`src/rtl/rv_core_pkg.sv`:
```
// Shared definitions for the pipelined RISC-V core: datapath widths and
// register-file sequencer states used across pipeline-stage blocks.
package rv_core_pkg;

   localparam int XLEN    = 32;
   localparam int REG_NUM = 32;
   localparam int REG_AW  = 5;

   typedef enum logic {
      ST_CLEAR,
      ST_RUN
   } rf_state_e;

endpackage

```
`src/rtl/rf_bypass_read.sv`:
```
// One register-file read port: x0 hardwiring, same-cycle WB bypass and array
// data selection, with a force-to-zero used while the file is being cleared.
module rf_bypass_read
   import rv_core_pkg::*;
(
   input  logic [REG_AW-1:0] rr,
   input  logic              force_zero,
   input  logic              wr_en,
   input  logic [REG_AW-1:0] wr_idx,
   input  logic [XLEN-1:0]   wr_data,
   input  logic [XLEN-1:0]   arr_data,
   output logic [XLEN-1:0]   rd
);

   // The bypass only ever sees qualified writes, so a write to x0 cannot leak here.
   always_comb begin
      rd = '0;
      if (!force_zero && (rr != '0)) begin
         if (wr_en && (wr_idx == rr)) begin
            rd = wr_data;
         end else begin
            rd = arr_data;
         end
      end
   end

endmodule

```
`src/rtl/wb_regfile_commit.sv`:
```
// 32x32 integer register file fed by MEM/WB, with a post-reset clear sequencer,
// two bypassed read ports, a registered commit trace and a retired-instruction counter.
module wb_regfile_commit
   import rv_core_pkg::*;
#(
   parameter int CNT_W          = 32,
   parameter bit CLEAR_ON_RESET = 1'b1
) (
   input  logic              clk,
   input  logic              rst_n,
   input  logic [REG_AW-1:0] wb_wR,
   input  logic [XLEN-1:0]   wb_wD,
   input  logic [XLEN-1:0]   wb_pc,
   input  logic              wb_have_inst,
   input  logic              wb_rf_we,
   input  logic [REG_AW-1:0] rR1,
   input  logic [REG_AW-1:0] rR2,
   output logic [XLEN-1:0]   rD1,
   output logic [XLEN-1:0]   rD2,
   output logic              rf_ready,
   output logic              commit_valid,
   output logic [XLEN-1:0]   commit_pc,
   output logic [REG_AW-1:0] commit_rd,
   output logic              commit_we,
   output logic [XLEN-1:0]   commit_data,
   output logic [CNT_W-1:0]  instret,
   output logic              wr_drop
);

   localparam rf_state_e RESET_STATE = CLEAR_ON_RESET ? ST_CLEAR : ST_RUN;
   localparam logic [REG_AW-1:0] LAST_IDX = REG_AW'(REG_NUM - 1);

   logic [XLEN-1:0]   regs [REG_NUM];
   rf_state_e         state;
   rf_state_e         state_next;
   logic [REG_AW-1:0] clr_idx;
   logic              in_clear;
   logic              wr_en;

   assign in_clear = (state == ST_CLEAR);
   assign wr_en    = !in_clear && wb_rf_we && wb_have_inst && (wb_wR != '0);
   assign rf_ready = (state == ST_RUN);

   always_ff @(posedge clk or negedge rst_n) begin
      if (!rst_n) begin
         state   <= RESET_STATE;
         clr_idx <= REG_AW'(1);
      end else begin
         state <= state_next;
         if (in_clear) begin
            clr_idx <= clr_idx + REG_AW'(1);
         end
      end
   end

   always_comb begin
      state_next = state;
      if (in_clear && (clr_idx == LAST_IDX)) begin
         state_next = ST_RUN;
      end
   end

   // Storage is deliberately left out of reset; the clear sequence initialises it.
   always_ff @(posedge clk) begin
      if (in_clear) begin
         regs[clr_idx] <= '0;
      end else if (wr_en) begin
         regs[wb_wR] <= wb_wD;
      end
   end

   rf_bypass_read u_read1 (
      .rr         (rR1),
      .force_zero (in_clear),
      .wr_en      (wr_en),
      .wr_idx     (wb_wR),
      .wr_data    (wb_wD),
      .arr_data   (regs[rR1]),
      .rd         (rD1)
   );

   rf_bypass_read u_read2 (
      .rr         (rR2),
      .force_zero (in_clear),
      .wr_en      (wr_en),
      .wr_idx     (wb_wR),
      .wr_data    (wb_wD),
      .arr_data   (regs[rR2]),
      .rd         (rD2)
   );

   // Trace fields hold between retirements so debug logic can read them at leisure.
   always_ff @(posedge clk or negedge rst_n) begin
      if (!rst_n) begin
         commit_valid <= 1'b0;
         commit_pc    <= '0;
         commit_rd    <= '0;
         commit_we    <= 1'b0;
         commit_data  <= '0;
         instret      <= '0;
         wr_drop      <= 1'b0;
      end else begin
         commit_valid <= 1'b0;
         if (in_clear) begin
            if (wb_have_inst || wb_rf_we) begin
               wr_drop <= 1'b1;
            end
         end else if (wb_have_inst) begin
            commit_valid <= 1'b1;
            commit_pc    <= wb_pc;
            commit_rd    <= wb_wR;
            commit_we    <= wr_en;
            commit_data  <= wr_en ? wb_wD : '0;
            instret      <= instret + CNT_W'(1);
         end
      end
   end

endmodule
```
`config.mk`:
```
export PLATFORM = sky130hd
export DESIGN_NAME = wb_regfile_commit
export DESIGN_NICKNAME = d
export VERILOG_FILES = /design/src/rtl/rv_core_pkg.sv /design/src/rtl/rf_bypass_read.sv /design/src/rtl/wb_regfile_commit.sv
export SDC_FILE = /design/constraint.sdc
export NUM_CORES = 2
export LEC_CHECK = 0
export CORE_MARGIN = 4
export CORE_UTILIZATION = 44
export DETAILED_ROUTE_END_ITERATION = 10
export GPL_ROUTABILITY_DRIVEN = 0
export PLACE_DENSITY = 0.62
export SYNTH_ARGS = -nofsm -noshare
export SYNTH_HDL_FRONTEND = slang
export SYNTH_SLANG_ARGS = --single-unit
```
`constraint.sdc`:
```
create_clock -name clk -period 3.4 [get_ports clk]
set_input_delay 0.85 -clock clk [delete_from_list [all_inputs] [get_ports clk]]
set_output_delay 0.85 -clock clk [all_outputs]
set_load 0.01 [all_outputs]
```
## Yosys cells after proc, flatten, opt, wreduce, memory -nomap -nowiden

Memory sizes are Yosys's and may differ from the RTL's.
Index checks and enable logic that the tools add are counted.

- Register bits: 110
- RAM bits: 1024
- Input port bits: 83
- Output and inout bits: 169
- Word-level logic and storage cells: 45
- Memories kept: 1

Memory list:

| name | words | width | rd ports | clocked after memory_dff | wr ports | RTL line | source |
|---|---|---|---|---|---|---|---|
| regs | 32 | 32 | 2 | 0 | 1 | wb_regfile_commit.sv:33 | `logic [XLEN-1:0] regs [REG_NUM];` |

- $add $sub $neg: 2
- Equal/unequal tests: 3
- Mux-type cells: 14
- Bitwise operators: 1
- Reduce and logical (&&, ||, !) cells: 15

Operators by type and width:

| cell | count |
|---|---|
| 2-to-1 mux 32 bit | 6 |
| adder 32 x 1 -> 32 bit, second input constant | 1 |
| OR reduction 32 bit | 1 |
| nonzero test 5 bit | 3 |
| equality test 5 bit | 2 |
| logical AND 1 bit | 8 |
| 2-to-1 mux 1 bit | 7 |
| adder 5 x 1 -> 5 bit, second input constant | 1 |
| equality test 5 bit, second input constant | 1 |
| 2-to-1 mux 5 bit | 1 |
| AND reduction 2 bit | 2 |
| logical OR 1 bit | 1 |
| inverter 1 bit | 1 |

## Logic depth before layout (Yosys ltp)

- Depth after elaboration: 8
- Mapped depth: 9
- Depth with buffers taken out: 6

## Modules after synthesis

From an unflattened synthesis, not the netlist that was laid out.

- Cells, all modules: 3994
- Area, all modules: 54332.1 sq um

Modules (own cells, without submodules):

| module | times used | cells an instance | area an instance (sq um) | sequential area each (sq um) |
|---|---|---|---|---|
| wb_regfile_commit | 1 | 3748 | 53030.9 | 33503.4 |
| rf_bypass_read | 2 | 123 | 650.6 | 0.0 |

## Worst setup path before layout

Ideal clock, no wire load.

- Path type: in2reg
- Start: in wb_wR[4]
- End: mem regs[25][0], enable pin
- Library setup time: 0.421 ns
- Data arrival time: 3.569 ns
- Required time: 2.979 ns
- Setup slack: -0.590 ns
- Cell stages on the path: 8
- Path buffers: 3
- Cell sequence: buf_2 > nor3_1 > a21oi_1 > clkbuf_1 > clkbuf_1 > o21ai_0 > o21ai_0 > nor2_1

- Cells in the longest elaborated chain, start to end: 7
- Elaborated cells on any way between the ends: 8
- Those cells by class: mux: 5; reduce/logical: 3

RTL lines:

| item | RTL line | source |
|---|---|---|
| from (decl) | wb_regfile_commit.sv:11 | `input logic [REG_AW-1:0] wb_wR,` |
| nonzero test 5 bit | wb_regfile_commit.sv:41 | `assign wr_en = !in_clear && wb_rf_we && wb_have_inst && (wb_wR != '0);` |
| logical AND 1 bit | wb_regfile_commit.sv:41 |  |
| 2-to-1 mux 1 bit | wb_regfile_commit.sv:67 | `end else if (wr_en) begin` |
| 2-to-1 mux 1 bit | wb_regfile_commit.sv:65 | `if (in_clear) begin` |
| 2-to-1 mux 1 bit (implied by the code) | wb_regfile_commit.sv:68 | `regs[wb_wR] <= wb_wD;` |
| OR reduction 32 bit (no source line) | n/a |  |
| 2-to-1 mux 5 bit (no source line) or 2-to-1 mux 1 bit (tied branches) | n/a |  |
| to (decl) | wb_regfile_commit.sv:33 |  |

Parallel ways exist; a longest one is shown, timed or not.

## Final worst setup path

- Start: in rR1[0]
- End: out rD1[21]

- Cells in the longest elaborated chain, start to end: 4
- Elaborated cells on any way between the ends: 7
- Those cells by class: eq/ne: 1; mux: 2; reduce/logical: 3; memory: 1

RTL lines:

| item | RTL line | source |
|---|---|---|
| from (decl) | wb_regfile_commit.sv:16 | `input logic [REG_AW-1:0] rR1,` |
| parallel branches: the longest is 3 deep, another holds memory (32 x 32 bit) | n/a |  |
| 2-to-1 mux 32 bit * | rf_bypass_read.sv:18 | `if (!force_zero && (rr != '0)) begin` |
| to (decl) | wb_regfile_commit.sv:18 | `output logic [XLEN-1:0] rD1,` |

Mark *: on every way between the ends.

==> metrics.cfg <==
[final_layout]
fin_util_pct=60.1
final_cells=5152
n_antenna_cell=0
final_cell_mix=edfxtp_1, mux4_2, buf_4
drive_above_1_share_pct=46.9
mostFrequentLayoutCell=edfxtp_1
fin_nets=3620
area.growth.synth_to_final_pct=35.5
final_area_sq_um=70000

[power]
ir_drop_mv=0.475
power_density_nw_per_um2=455
pwr-share-comb_pct=11.4
clkPwrFrac_pct=40.5
seq_power_share_pct=48.2
cell_internal_pwr_mw=24.5
power_leakage_nw=26.4
power.switching_mw=7.34
totalPowerFinal_mw=31.9
sw_frac_of_total_pct=23.1

[timing]
hold_viol_final=0
setup_viol=63
timing.final.max_slew_violations=0
relSlewSlack_pct=29.5
rsz0062_at_grt=true
worstMarginPinSlew_ns=1.06
skew_ns=0.0418
fin_tns_setup_ns=-16.88
whs_ns=0.161
setup_slack_ns=-0.494
finalCritPeriodShare_pct=115
max_freq_mhz=257
period_needed_ns=3.89

[routing]
drt_iter0_markers=5041
wl_per_cell_microns=36.0
via_count=34100
first_pass_iters=6
wl_microns=185000
antenna_left=0
drcViolationCount=0
viasPerCell=6.63

[setup_path]
cp.buffers_inverters=5
r2r_cells=10
crit_chain=buf_12 -> buf_12 -> buf_12 -> buf_12 -> mux4_2 -> mux4_2 -> nor2b_4 -> a221o_1 -> buf_2
endpoint_kind=output port
startpoint_type=input port
cp_slowest_stage_delay_ns=0.58
critical-path-slowest-cell=mux4_2
crit_type=input port to output port
critPathMaxFanout=6
crit_family=multiplexers
crit_top_cell=buf_12
crit_required_ns=2.55
worstPathArrival_ns=3.04
crit_cells=9

[run]
maxCapViolCount=0

[clocking]
cts_root_buf=clkbuf_16
numCtsBuffers=116
clkLatencyLatePin_ns=0.73
hold_buffers=0
clockBufferDepth=3
clock-sinks=1134
htree_levels=3
cts_tree=done
clkSlewWorstSetupHoldPaths_ns=0.05

[synth]
ys_warn_count=0
yosysSeqAreaShare_pct=64.9
synthArstFlopShare_pct=9.70
syn-cell-area_sq_um=51600
synth.distinct_cells=50
synthFlopType=edfxtp_1
synthCells=2699
synth_fp_nets=2785
synth_seq_cells=1134
syn_area_per_cell_sq_um=19.1
synth_edf_count=1024

[die]
dieArea_sq_um=123000
die-width_microns=351
num_rows=125
ios=252
core-area_sq_um=116000
die_h_microns=351
initial_core_util_pct=44.4

[global_route]
grt_start_max_net_pins=74
grt_pass1_vias=34800
antenna_found_initial=5
grt_util_met1_pct=40.7
grt_overflow=0
grt_usage_pct=29.9
grt-busiest-layer=met2
grt_use_met3_pct=6.63
grt_first_pass_wirelength_microns=259000
grtUsageMet2_pct=47.0

[outcome]
status=finished with violations
violations=setup timing

[worst_hold_path]
hold_class=input port to asynchronous set/reset pin

[place]
dpl_worst_slack_ns=-1.21
dpl_cell_area_sq_um=61500
dp_hpwl_microns=116000
portBuffers=251
dpl.cell_count=4739

[state kept, by name, indices dropped and copies added (netlist names)]
signal	flops
clr_idx	5
commit_data	32
commit_pc	32
commit_rd	5
commit_valid	1
commit_we	1
instret	32
regs	1024
rf_ready	1
wr_drop	1
[power by group through the flow]
stage	Combinational [mW]	Clock (mW)	Sequential [mW]
floorplan	1.34	0	15.7
global placement	2.96	0	15.6
detailed placement	2.99	0	15.6
CTS	3.42	13.0	15.3
global route	3.76	13.6	15.3
finish	3.62	12.9	15.3
[Yosys cell counts, types with 34 or more instances]
| library cell | number | share of area, % |
|---|---|---|
| o22ai_1 | 80 | 0.97 |
| clkbuf_1 | 111 | 0.81 |
| mux4_2 | 528 | 23 |
| dfrtp_1 | 109 | 5.3 |
| and2_1 | 37 | 0.45 |
| a221o_1 | 34 | 0.66 |
| buf_2 | 68 | 0.66 |
| edfxtp_1 | 1024 | 60 |
| mux2i_1 | 60 | 1.2 |
| a22oi_1 | 58 | 0.84 |
| a21o_1 | 35 | 0.51 |
| nand2_1 | 167 | 1.2 |
| nor2_1 | 53 | 0.39 |
| nor2b_1 | 38 | 0.46 |
[layout make-up]
| class | count | area (sq um) |
|---|---|---|
| fill | 8168 | 46400 |
| clock inverter | 57 | 556 |
| clock buffer | 155 | 3230 |
| timing repair buffer | 931 | 11600 |
| sequential | 1134 | 33500 |
| multi-input combinational | 1347 | 19200 |
| inverter | 4 | 15.0 |
| tap | 1524 | 1910 |
[timing repair]
action / in CTS / in global routing
gates cloned: 26 / 6
pin swaps: 98 / 123
gates resized for setup: 642 / 230
buffers inserted: 136 / 80
endpoints found under the setup margin: 64 / 64
[per-layer routing]
metal,share of wire (%),up-vias
met4,4.6,6
met5,0.022,-
met2,47,2355
met3,11,445
li1,-,13200
met1,37,18100
[kinds of logic (layout without fill, tap and decap cells)]
logic type,Yosys count,count (layout),synth area share (%)
buffers and inverters,218,1147,1.87
AO/OA/AOI/OAI,326,326,4.62
flip-flops,1134,1134,64.9
adder cells (fa/ha/maj),3,3,0.0727
XOR/XNOR,44,44,0.746
AND/OR/NAND/NOR,384,384,3.58
multiplexers,590,590,24.2
[path summary, 6_finish.rpt]
check	endpoint	slack, ns	startpoint
min in group clk	commit_rd[2]	0.38	wb_wR[2]
max	rD1[21]	-0.49	rR1[0]
max reg2reg	regs[11][24]	0.58	rf_ready
min reg2reg	commit_pc[19]	0.47	commit_pc[19]
max in group asynchronous	instret[5]	2.48	rst_n
min	instret[11]	0.16	rst_n
Power figures use the tool's default switching activity.
